**config.mk**
```make
export PLATFORM = sky130hd
export DESIGN_NAME = lt24_bus_writer
export DESIGN_NICKNAME = d
export VERILOG_FILES = /design/src/rtl/lt24_pkg.sv /design/src/rtl/lt24_fifo.sv /design/src/rtl/lt24_bus_writer.sv
export SDC_FILE = /design/constraint.sdc
export NUM_CORES = 1
export LEC_CHECK = 0
export ABC_AREA = 1
export BUFFER_PORTS_ARGS = -buffer_cell sky130_fd_sc_hd__buf_4
export CORE_UTILIZATION = 55
export CTS_CLUSTER_SIZE = 12
export DETAILED_ROUTE_END_ITERATION = 10
export PLACE_DENSITY = 0.79
export SYNTH_ARGS = -nofsm -noshare
export SYNTH_HDL_FRONTEND = slang
export SYNTH_SLANG_ARGS = --single-unit
```
**constraint.sdc**
```tcl
create_clock -name clk -period 2.28 [get_ports clk]
set_input_delay 0.228 -clock clk [delete_from_list [all_inputs] [get_ports clk]]
set_output_delay 0.228 -clock clk [all_outputs]
set_load 0.005 [all_outputs]
```
**src/rtl/lt24_pkg.sv**
```systemverilog
// lt24_pkg: shared types and constants for the LT24 (ILI9341) parallel bus writer.
package lt24_pkg;

   // One queued panel word: data/command select plus the 16-bit bus value
   typedef struct packed {
      logic        dcx;
      logic [15:0] data;
   } lt24_entry_t;

   localparam int unsigned ENTRY_W = 17;

   // Sequencer states
   typedef enum logic [1:0] {
      ST_IDLE  = 2'd0,
      ST_SETUP = 2'd1,
      ST_WR_LO = 2'd2,
      ST_WR_HI = 2'd3
   } lt24_state_e;

   // Avalon register map
   localparam logic [1:0] ADDR_CMD  = 2'd0;
   localparam logic [1:0] ADDR_DATA = 2'd1;
   localparam logic [1:0] ADDR_CTRL = 2'd2;

   // CTRL write bits
   localparam int unsigned CTRL_ON_BIT    = 0;
   localparam int unsigned CTRL_RST_BIT   = 1;
   localparam int unsigned CTRL_FLUSH_BIT = 2;

   // STATUS read bits
   localparam int unsigned STAT_ON_BIT    = 0;
   localparam int unsigned STAT_RST_BIT   = 1;
   localparam int unsigned STAT_EMPTY_BIT = 2;
   localparam int unsigned STAT_FULL_BIT  = 3;
   localparam int unsigned STAT_BUSY_BIT  = 4;
   localparam int unsigned STAT_LEVEL_LSB = 8;

endpackage

```
**src/rtl/lt24_fifo.sv**
```systemverilog
// lt24_fifo: synchronous FIFO without fall-through; flush clears all entries.
// Pop of an empty FIFO and push to a full FIFO are ignored.
module lt24_fifo
   import lt24_pkg::*;
#(
   parameter int unsigned DEPTH = 16
) (
   input  logic                       clk,
   input  logic                       reset,
   input  logic                       push_i,
   input  logic                       pop_i,
   input  logic                       flush_i,
   input  lt24_entry_t                wdata_i,
   output lt24_entry_t                rdata_o,
   output logic                       full_o,
   output logic                       empty_o,
   output logic [$clog2(DEPTH):0]     level_o
);

   localparam int unsigned AW = $clog2(DEPTH);
   localparam int unsigned LW = AW + 1;

   lt24_entry_t     mem_q [DEPTH];
   logic [AW-1:0]   wr_ptr_q, wr_ptr_d;
   logic [AW-1:0]   rd_ptr_q, rd_ptr_d;
   logic [LW-1:0]   count_q, count_d;
   logic            do_push_c;
   logic            do_pop_c;

   assign full_o    = (count_q == LW'(DEPTH));
   assign empty_o   = (count_q == '0);
   assign level_o   = count_q;
   assign rdata_o   = mem_q[rd_ptr_q];
   assign do_push_c = push_i && !full_o && !flush_i;
   assign do_pop_c  = pop_i && !empty_o && !flush_i;

   // Pointer and occupancy update; flush wins over push/pop
   always_comb begin
      wr_ptr_d = wr_ptr_q;
      rd_ptr_d = rd_ptr_q;
      count_d  = count_q;
      if (flush_i) begin
         wr_ptr_d = '0;
         rd_ptr_d = '0;
         count_d  = '0;
      end else begin
         if (do_push_c) wr_ptr_d = wr_ptr_q + AW'(1);
         if (do_pop_c)  rd_ptr_d = rd_ptr_q + AW'(1);
         if (do_push_c && !do_pop_c)      count_d = count_q + LW'(1);
         else if (do_pop_c && !do_push_c) count_d = count_q - LW'(1);
      end
   end

   // Pointer/occupancy registers
   always_ff @(posedge clk) begin
      if (reset) begin
         wr_ptr_q <= '0;
         rd_ptr_q <= '0;
         count_q  <= '0;
      end else begin
         wr_ptr_q <= wr_ptr_d;
         rd_ptr_q <= rd_ptr_d;
         count_q  <= count_d;
      end
   end

   // Storage array, no reset needed
   always_ff @(posedge clk) begin
      if (do_push_c) mem_q[wr_ptr_q] <= wdata_i;
   end

endmodule

```
**src/rtl/lt24_bus_writer.sv**
```systemverilog
// lt24_bus_writer: Avalon-MM slave that replays queued command/pixel words as
// ILI9341 8080-style write cycles with programmable strobe timing.
// Optional macro LT24_CS_HOLD_EN keeps CSX low across back-to-back words.
module lt24_bus_writer #(
   parameter int unsigned FIFO_DEPTH = 16,
   parameter int unsigned CS_SETUP   = 1,
   parameter int unsigned WR_LOW     = 2,
   parameter int unsigned WR_HIGH    = 2
) (
   input  logic        clk,
   input  logic        reset,
   input  logic [1:0]  avs_address,
   input  logic        avs_write,
   input  logic [31:0] avs_writedata,
   input  logic        avs_read,
   output logic [31:0] avs_readdata,
   output logic        avs_waitrequest,
   output logic        lcd_csx_n,
   output logic        lcd_dcx,
   output logic        lcd_wrx_n,
   output logic        lcd_rdx_n,
   output logic [15:0] lcd_data,
   output logic        lcd_on,
   output logic        lcd_reset_n
);

   import lt24_pkg::*;

   localparam int unsigned LVL_W  = $clog2(FIFO_DEPTH) + 1;
   localparam int unsigned MAX_SL = (CS_SETUP > WR_LOW) ? CS_SETUP : WR_LOW;
   localparam int unsigned MAX_PH = (MAX_SL > WR_HIGH) ? MAX_SL : WR_HIGH;
   localparam int unsigned CNT_W  = $clog2(MAX_PH) + 1;

   // FIFO interface
   logic               push_c;
   logic               pop_c;
   logic               flush_c;
   logic               word_avail_c;
   logic               addr_word_c;
   lt24_entry_t        fifo_wdata_c;
   lt24_entry_t        fifo_rdata;
   logic               fifo_full;
   logic               fifo_empty;
   logic [LVL_W-1:0]   fifo_level;

   // Sequencer state and per-phase counters
   lt24_state_e        state_q, state_d;
   logic [CNT_W-1:0]   setup_cnt_q, setup_cnt_d;
   logic [CNT_W-1:0]   lo_cnt_q, lo_cnt_d;
   logic [CNT_W-1:0]   hi_cnt_q, hi_cnt_d;

   // Registered panel pins
   logic [15:0]        data_q, data_d;
   logic               dcx_q, dcx_d;
   logic               csx_n_q, csx_n_d;
   logic               wrx_n_q, wrx_n_d;
   logic               lcd_on_q;
   logic               lcd_reset_n_q;
   logic [31:0]        readdata_q;
   logic [31:0]        status_c;
   logic               unused_wd_c;

   // Avalon decode
   assign addr_word_c     = (avs_address == ADDR_CMD) || (avs_address == ADDR_DATA);
   assign avs_waitrequest = avs_write && addr_word_c && fifo_full;
   assign push_c          = avs_write && addr_word_c && !fifo_full;
   assign flush_c         = avs_write && (avs_address == ADDR_CTRL) &&
                            avs_writedata[CTRL_FLUSH_BIT];
   assign word_avail_c    = !fifo_empty && !flush_c;
   assign fifo_wdata_c    = '{dcx: (avs_address == ADDR_DATA), data: avs_writedata[15:0]};
   assign unused_wd_c     = ^avs_writedata[31:16];

   lt24_fifo #(
      .DEPTH (FIFO_DEPTH)
   ) u_fifo (
      .clk     (clk),
      .reset   (reset),
      .push_i  (push_c),
      .pop_i   (pop_c),
      .flush_i (flush_c),
      .wdata_i (fifo_wdata_c),
      .rdata_o (fifo_rdata),
      .full_o  (fifo_full),
      .empty_o (fifo_empty),
      .level_o (fifo_level)
   );

   // STATUS word assembly
   always_comb begin
      status_c                  = '0;
      status_c[STAT_ON_BIT]     = lcd_on_q;
      status_c[STAT_RST_BIT]    = lcd_reset_n_q;
      status_c[STAT_EMPTY_BIT]  = fifo_empty;
      status_c[STAT_FULL_BIT]   = fifo_full;
      status_c[STAT_BUSY_BIT]   = (state_q != ST_IDLE);
      status_c[31:STAT_LEVEL_LSB] = 24'(fifo_level);
   end

   // Control register and read-data register
   always_ff @(posedge clk) begin
      if (reset) begin
         lcd_on_q      <= 1'b0;
         lcd_reset_n_q <= 1'b0;
         readdata_q    <= '0;
      end else begin
         if (avs_write && (avs_address == ADDR_CTRL)) begin
            lcd_on_q      <= avs_writedata[CTRL_ON_BIT];
            lcd_reset_n_q <= avs_writedata[CTRL_RST_BIT];
         end
         if (avs_read) begin
            readdata_q <= (avs_address == ADDR_CTRL) ? status_c : 32'h0;
         end
      end
   end

   // Sequencer next state; pin values follow the state being entered
   always_comb begin
      state_d     = state_q;
      setup_cnt_d = setup_cnt_q;
      lo_cnt_d    = lo_cnt_q;
      hi_cnt_d    = hi_cnt_q;
      data_d      = data_q;
      dcx_d       = dcx_q;
      pop_c       = 1'b0;
      unique case (state_q)
         ST_IDLE: begin
            if (word_avail_c) begin
               pop_c       = 1'b1;
               data_d      = fifo_rdata.data;
               dcx_d       = fifo_rdata.dcx;
               setup_cnt_d = CNT_W'(CS_SETUP - 1);
               state_d     = ST_SETUP;
            end
         end
         ST_SETUP: begin
            if (setup_cnt_q == '0) begin
               lo_cnt_d = CNT_W'(WR_LOW - 1);
               state_d  = ST_WR_LO;
            end else begin
               setup_cnt_d = setup_cnt_q - CNT_W'(1);
            end
         end
         ST_WR_LO: begin
            if (lo_cnt_q == '0) begin
               hi_cnt_d = CNT_W'(WR_HIGH - 1);
               state_d  = ST_WR_HI;
            end else begin
               lo_cnt_d = lo_cnt_q - CNT_W'(1);
            end
         end
         ST_WR_HI: begin
            if (hi_cnt_q == '0) begin
`ifdef LT24_CS_HOLD_EN
               if (word_avail_c) begin
                  pop_c       = 1'b1;
                  data_d      = fifo_rdata.data;
                  dcx_d       = fifo_rdata.dcx;
                  setup_cnt_d = CNT_W'(CS_SETUP - 1);
                  state_d     = ST_SETUP;
               end else begin
                  state_d = ST_IDLE;
               end
`else
               state_d = ST_IDLE;
`endif
            end else begin
               hi_cnt_d = hi_cnt_q - CNT_W'(1);
            end
         end
         default: state_d = ST_IDLE;
      endcase
      csx_n_d = (state_d == ST_IDLE);
      wrx_n_d = (state_d != ST_WR_LO);
   end

   // Sequencer and panel pin registers
   always_ff @(posedge clk) begin
      if (reset) begin
         state_q     <= ST_IDLE;
         setup_cnt_q <= '0;
         lo_cnt_q    <= '0;
         hi_cnt_q    <= '0;
         data_q      <= '0;
         dcx_q       <= 1'b0;
         csx_n_q     <= 1'b1;
         wrx_n_q     <= 1'b1;
      end else begin
         state_q     <= state_d;
         setup_cnt_q <= setup_cnt_d;
         lo_cnt_q    <= lo_cnt_d;
         hi_cnt_q    <= hi_cnt_d;
         data_q      <= data_d;
         dcx_q       <= dcx_d;
         csx_n_q     <= csx_n_d;
         wrx_n_q     <= wrx_n_d;
      end
   end

   assign avs_readdata = readdata_q;
   assign lcd_csx_n    = csx_n_q;
   assign lcd_dcx      = dcx_q;
   assign lcd_wrx_n    = wrx_n_q;
   assign lcd_rdx_n    = 1'b1;
   assign lcd_data     = data_q;
   assign lcd_on       = lcd_on_q;
   assign lcd_reset_n  = lcd_reset_n_q;

endmodule
```
==> key figures, run 1 <==
Die
  – DIE WIDTH: 162 um
  – Initial core utilization: 56.0%
  – FP Rows: 58
  – Die height: 162 um
  – Ports: 93
  – Die ar.: 26300 um2
  – Core footprint: 25200 um2

Worst setup path
  – CP bufs+invs: 2
  – CP Depth: 11
  – Max incr delay on CP: 0.34 ns
  – Worst Setup End Kind: register
  – Top cell family by delay on the critical path: simple AND/OR/NAND/NOR gates
  – Critical-path cell list: nor2_1 > nand4_1 > nand3_2 > ha_1 > inv_2 > ha_1 > a21oi_1 > nand2_1 > xor2_1 > o21ai_0 > inv_1
  – WP data required: 2.68 ns
  – Crit path kind: register to register
  – Most frequent CP cell: ha_1
  – Crit start category: register
  – CP max stage cell: ha_1
  – FF-to-FF path depth: 11
  – Crit Path Max Fanout: 4
  – Crit path DAT: 2.48 ns

Clocking
  – CTS Buffer Depth: 3
  – CTS tree: built
  – Cts bufs inserted: 34
  – Clk_lat worst skew: 0.51 ns
  – Clk slew on worst S/H paths: 0.06 ns
  – Hold_buf cts: 0
  – Clock root cell: clkbuf_16
  – H-tree Lvls: 2
  – Sink Count: 324

Power
  – Gate power share: 25.7%
  – P_leak: 6.80 nW
  – Sequential Power Share: 43.3%
  – Worst-case vdd ir drop: 672 uV
  – Net Sw Power: 5.01 mW
  – Switching share of total power: 31.5%
  – PwrDens: 998 nW/um2
  – Int Pwr: 10.9 mW
  – Clock power share: 31.0%

Timing
  – Worst slew pin tran: 0.772 ns
  – Tmin final: 2.08 ns
  – Final hold vios: 0
  – Max Fclk: 480 MHz
  – Tcrit/Tclk final: 91.4%
  – Max_slew headroom: 48.2%
  – Final Skew: 0.0126 ns
  – Setup_tns: 0 ns
  – Endpoints failing setup: 0
  – Final slew viol count: 0
  – RSZ-0062 raised after global routing: false
  – Worst setup margin: 0.197 ns

Logic synthesis
  – Number of synthesized register bits: 324
  – Avg Inst Size Synth: 9.87 um2
  – Cells after Synth: 1430
  – Synth Warn #: 0
  – Netlist cell types: 29
  – Post-synthesis sequential area ratio: 65.3%
  – Cell Area, Synth: 14100 um2

Routing
  – Drt pass-1 iters: 5
  – Routed Antenna Nets: 0
  – Iter 0 DRT Violations: 1043
  – DR WL/cell: 17.4 um
  – Via density per instance: 5.36
  – DRC Markers: 0
  – Post-Route WL: 32.3 mm
  – Via count: 9926

Cells and area
  – # nets final: 1559
  – Sequential Area: 9220 um2
  – Number of inserted diodes: 0
  – Area Growth Syn to Fin: 12.9%
  – Area of the multi-input gates: 3750 um2
  – Fillers: 1904
  – Layout cells sized above 1: 11.2%

Global route
  – GRT Overall Usage: 25.2%
  – GRT Residual Overflow: 0
  – Vias in the first global route: 9677
  – Largest net degree at the start of global routing: 74
  – First-pass GRT wire length: 50.6 mm
  – Initial antenna violation count: 0

Flow run
  – Max-Cap Viols: 0

Placement
  – I/O Buffers: 53
  – DP Worst Slack: 0.0967 ns
  – Final GP Congestion: 0.859
  – Dpl hpwl: 19.5 mm

Hold path
  – HP Class: primary input to register
  – Hold Path Stages: 1

Run status
  – Status: complete, no violations
-- layout make-up --
type,count,share of cell area (%)
clock buffer,50,5.85
clock inverter,6,0.189
inverter,206,4.86
multi-input combinational,833,23.5
sequential,324,57.8
tap,330,2.59
timing repair buffer,104,5.14
-- sequential cells by signal, summed over array words and instances (netlist names) --
register         cells
hi_cnt_q             2
setup_cnt_q          2
lcd_wrx_n            1
lcd_on               1
lcd_dcx              1
lcd_csx_n            1
u_fifo.wr_ptr_q      4
state_q              2
lcd_reset_n          1
u_fifo.level_o       5
lo_cnt_q             2
u_fifo.rd_ptr_q      4
lcd_data            16
u_fifo.mem_q       272
avs_readdata        10
-- through the flow --
| step | hold WS [ns] | area, um2 | cells | total power, mW | util [%] |
|---|---|---|---|---|---|
| after global routing | 0.0410 | 15900 | 1853 | 16.7 | 63.3 |
| after floorplan | 0.327 | 14200 | 1451 | 9.81 | - |
| after global placement | 0.447 | 14900 | 1796 | 10.9 | 59.4 |
| after detailed placement | 0.457 | 14900 | 1796 | 11.0 | 59.4 |
| final | 0.0408 | 15900 | 1853 | 15.9 | 63.3 |
| after CTS | 0.0259 | 15900 | 1852 | 15.9 | 63.2 |
-- placed cells by master, fill, tap and decap left out, drive strengths merged --
cell type	count
a21oi	42
xor2	5
buf	104
nand4	4
ha	17
nor2	41
dfxtp	52
a211oi	4
o21ai	7
nand3	199
edfxtp	272
clkbuf	50
fa	1
nand2	481
xnor2	2
o21a	2
nor3	3
conb	23
o211ai	1
inv	204
or3	1
clkinv	8
-- repair_timing --
action                     4_1_cts  5_1_grt
setup endpoints to repair        0        2
setup buffers                    0        1
gates resized for setup          0        5
-- power by group through the flow --
stage | sequential [mW] | combinational (mW) | clock, mW
after detailed placement | 7.00 | 3.99 | 0
after CTS | 6.88 | 4.04 | 4.98
final | 6.88 | 4.08 | 4.93
after global routing | 6.91 | 4.56 | 5.21
after global placement | 6.99 | 3.86 | 0
after floorplan | 6.95 | 2.85 | 0
-- cells by family (layout without fill, tap and decap cells) --
group | Yosys count | count (layout) | share of synthesized area (%)
buffers and inverters | 294 | 366 | 9.11
other | 2 | 23 | 0.0532
and+or+nand+nor | 729 | 729 | 21.3
AOI/OAI and AO/OA | 56 | 56 | 2.15
adders and majority gates | 18 | 18 | 1.65
DFF | 324 | 324 | 65.3
xor gates and xnor gates | 7 | 7 | 0.435
-- final timing paths --
kind	startpoint	to	slack, ns
worst min-delay path	avs_writedata[12]	u_fifo.mem_q[12][12]	0.04
worst max register to register	u_fifo.level_o[0]	u_fifo.level_o[3]	0.20
worst max-delay path	u_fifo.level_o[0]	u_fifo.level_o[3]	0.20
worst min register to register	avs_readdata[0]	avs_readdata[0]	0.47
-- routing by layer --
metal	global-route usage (%)	wire length (um)
met4	10.5	1140
met2	42.8	15800
met3	4.16	2690
met1	32.2	12600
met5	0	0
-- Yosys cell counts (all sizes together) --
master	n	area share, %
nand2	481	13
edfxtp	272	58
inv	204	5.4
nand3	199	7.1
buf	69	3.1
dfxtp	52	7.4
a21oi	42	1.5
nor2	41	1.1
clkbuf	19	0.51
ha	17	1.5
o21ai	7	0.25
xor2	5	0.31
a211oi	4	0.25
nand4	4	0.18
nor3	3	0.11
clkinv	2	0.053
conb	2	0.053
o21a	2	0.11
xnor2	2	0.12
fa	1	0.14
o211ai	1	0.053
or3	1	0.044
-- worst reg2reg max path, delay by kind of cell, from the launching register on --
family	cells	cell delay (ns)
simple gates	4	0.58
compound gates	2	0.30
buf+inv	2	0.13
fa+ha+maj	2	0.54
xor+xnor	1	0.14
flops	1	0.31
Power figures use the tool's default switching activity.
==> inputs of run 2 (changes only) <==
Settings changed: ABC_AREA 1 to unset, CORE_UTILIZATION 55 to 54, CTS_CLUSTER_DIAMETER set to 120, PLACE_DENSITY 0.79 to 0.78.
==> run 2 against run 1 <==
The run now ends with setup timing left. Global-route usage fell by 1.4 points. Critical endpoint is now u_fifo.level_o[4]. Total power is 4.9% lower. Synthesized cell count decreased by 45%. Flip-flop and latch count unchanged. Largest cell class unchanged. Combinational power is 12% lower. Clock power is 7.7% lower. Sequential share of layout area is 2.3 points higher.
==> key figures, run 2 <==
Run status
  – Status: finished with violations
  – Violated checks: setup timing

Logic synthesis
  – Mux share of post-synthesis cell area: 11.6%
  – Simple-Gate Fraction of Synth Area: 4.68%
  – Most numerous cell in the Yosys netlist: edfxtp_1
  – Cells after Synth: 791
  – Synth Warn #: 0
  – Avg Inst Size Synth: 16.6 um2
  – Netlist cell types: 57
  – Post-synthesis sequential area ratio: 70.3%
  – Synth Area in Adders: 1.78%
  – Synth top area share: 62.3%
  – Post-synthesis async set-or-reset flop share: 0%
  – Post-synthesis compound-gate area fraction: 7.40%
  – Number of enable flip-flop cells after synthesis: 272
  – Area contributors post-synth: edfxtp_1 (62%), dfxtp_1 (7.9%), mux4_2 (5.8%)
  – Number of synthesized register bits: 324
  – Cell Area, Synth: 13100 um2
  – List of most frequent post-synthesis cells: edfxtp_1 (272), mux2i_1 (76), nor2_1 (63)
  – Ys flop type: edfxtp_1
  – Largest family of logic cells by synthesized area: multiplexers
  – Area leader, netlist: edfxtp_1
  – Area share of xor/xnor cells in the synthesized design: 0.601%

Timing
  – Tcrit/Tclk final: 106%
  – Final Skew: 0.00939 ns
  – Max Fclk: 414 MHz
  – Worst slew pin tran: 1.00 ns
  – Final slew viol count: 0
  – Setup_tns: -0.166 ns
  – Max_slew headroom: 32.9%
  – Tmin final: 2.41 ns
  – RSZ-0062 raised after global routing: true
  – Endpoints failing setup: 2
  – Fin Hold WS: 0.0182 ns
  – Worst setup margin: -0.133 ns
  – Final hold vios: 0

Worst setup path
  – Crit path DAT: 2.88 ns
  – Most frequent CP cell: mux2i_1
  – WP data required: 2.75 ns
  – Critical-path cell list: nor4_4 > a211oi_4 > inv_2 > ha_4 > inv_4 > fa_2 > a21o_1 > a21oi_2 > mux2i_1 > mux2i_1
  – Worst Setup End Kind: register
  – Max incr delay on CP: 0.49 ns
  – Crit start category: register
  – Crit path kind: register to register
  – CP max stage cell: nor4_4
  – Crit Path Max Fanout: 5

Global route
  – GRT Residual Overflow: 0
  – Vias in the first global route: 7364
  – Largest net degree at the start of global routing: 37
  – Initial antenna violation count: 0
  – GRT Overall Usage: 23.8%
  – First-pass GRT wire length: 43.4 mm

Routing
  – DR WL/cell: 23.0 um
  – Iter 0 DRT Violations: 808
  – Routed Antenna Nets: 0
  – Drt pass-1 iters: 5
  – Via density per instance: 5.89
  – Via count: 7374
  – DRC Markers: 0
  – Post-Route WL: 28.8 mm

Clocking
  – Clock root cell: clkbuf_16
  – Sink Count: 324
  – CTS Buffer Depth: 3
  – Clk slew on worst S/H paths: 0.06 ns
  – Cts bufs inserted: 30
  – CTS tree: built
  – H-tree Lvls: 1
  – Clk_lat worst skew: 0.55 ns

Power
  – Clock power share: 30.1%
  – P_leak: 5.01 nW
  – Net Sw Power: 4.20 mW
  – Gate power share: 23.9%
  – Int Pwr: 10.9 mW
  – Switching share of total power: 27.8%
  – Worst-case vdd ir drop: 571 uV
  – PwrDens: 987 nW/um2
  – Sequential Power Share: 46.0%

Cells and area
  – Area Growth Syn to Fin: 16.9%
  – Largest Register: u_fifo.mem_q
  – Fillers: 1591
  – Layout cells sized above 1: 26.3%
  – Area of the multi-input gates: 3630 um2
  – Most common cell after layout, fill and taps aside: edfxtp_1
  – # nets final: 965
  – Final Util: 64.9%
  – Max FFs per register: 272
  – Most frequent cells in the layout: edfxtp_1 (272), buf_4 (109), mux2i_1 (76), nor2_1 (51), dfxtp_1 (47)
  – Post-route cell area: 15300 um2
  – Sequential Area: 9220 um2
  – Number of inserted diodes: 0

Flow run
  – Max-Cap Viols: 0

Placement
  – Placed inst area: 14300 um2
  – Dpl hpwl: 17.5 mm
  – Final GP Congestion: 0.787
  – I/O Buffers: 53

Die
  – Ports: 93
  – Die height: 158 um
  – Initial core utilization: 55.5%
  – Core footprint: 23600 um2
  – FP Rows: 56
  – DIE WIDTH: 158 um
  – Die ar.: 24900 um2

Hold path
  – HP Class: primary input to register
[run 2: cell types whose count changed in the layout (fill, tap and decap cells not counted), moves of 9 or more]
cell | before | now
mux2i_1 | 0 | 76
clkbuf_1 | 15 | 25
a211oi_1 | 3 | 21
a311oi_2 | 0 | 17
a21oi_1 | 42 | 8
nor2_1 | 24 | 51
dlygate4sd3_1 | 0 | 11
nand2_1 | 480 | 25
o22ai_1 | 0 | 34
a22oi_1 | 0 | 9
nand3_1 | 198 | 5
mux4_2 | 0 | 34
inv_1 | 199 | 14
[run 2: repair_timing]
item	CTS	global route
pin swaps	3	3
setup buffers	0	2
cloned	0	0
hold buffers	11	0
hold endpoints to repair	173	0
resized for setup	2	6
setup endpoints to repair	7	31
[run 2: power groups by stage]
stage	clock (mW)	sequential [mW]	combinational, mW
4_1_cts	4.60	6.96	3.54
3_5_place_dp	0	7.08	3.49
2_1_floorplan	0	7.04	2.27
5_1_grt	4.83	6.99	3.93
6_report	4.55	6.96	3.61
3_3_place_gp	0	7.07	3.40
[run 2: worst paths after layout]
check                    startpoint            endpoint  slack, ns  cells after the start
setup / recovery  u_fifo.level_o[3]   u_fifo.level_o[4]      -0.13                     10
setup reg to reg  u_fifo.level_o[3]   u_fifo.level_o[4]      -0.13                     10
hold reg to reg         lo_cnt_q[0]         lo_cnt_q[0]       0.48                      1
hold / removal     avs_writedata[9]  u_fifo.mem_q[0][9]       0.02                      1
[run 2: through the flow]
step / power, mW / worst slack, ns / instances
after floorplan: 9.31 / -0.307 / 812
after global placement: 10.5 / -0.0558 / 1183
after detailed placement: 10.6 / -0.114 / 1183
after CTS: 15.1 / -0.123 / 1250
after global routing: 15.7 / -0.210 / 1252
final: 15.1 / -0.133 / 1252
[run 2: kinds of logic (layout without fill, tap and decap cells)]
family / count (synthesis) / after routing
adders and majority gates: 18 / 18
AOI/OAI and AO/OA: 117 / 117
other: 2 / 23
xor gates and xnor gates: 9 / 9
buffers and inverters: 84 / 205
and+or+nand+nor: 127 / 127
DFF: 324 / 324
muxes: 110 / 110
[run 2: layout make-up]
class | instances | area share [%]
Inverter | 19 | 0.482
Timing Repair Buffer | 130 | 7.37
Sequential cell | 324 | 60.2
Clock buffer | 56 | 5.68
Multi-Input combinational cell | 404 | 23.7
Tap cell | 319 | 2.61
[run 2: layer usage]
layer  routed length (um)  up-vias  track usage, %  part of all wire, %
met2                14200      338            40.1                   49
li1                     -     3288               -                    -
met1                11700     3702            31.8                   41
met4                  663        0            7.03                  2.3
met3                 2230       46            4.08                  7.7
met5                    0        -               0                    0
[run 2: worst max-delay path: cells and delay by family, from the launching register on]
family	cells	cell delay (ns)
AOI/OAI and AO/OA	3	0.45
adders and majority gates	2	0.49
buffers and inverters	2	0.14
DFF	1	0.33
muxes	2	0.45
and+or+nand+nor	1	0.49
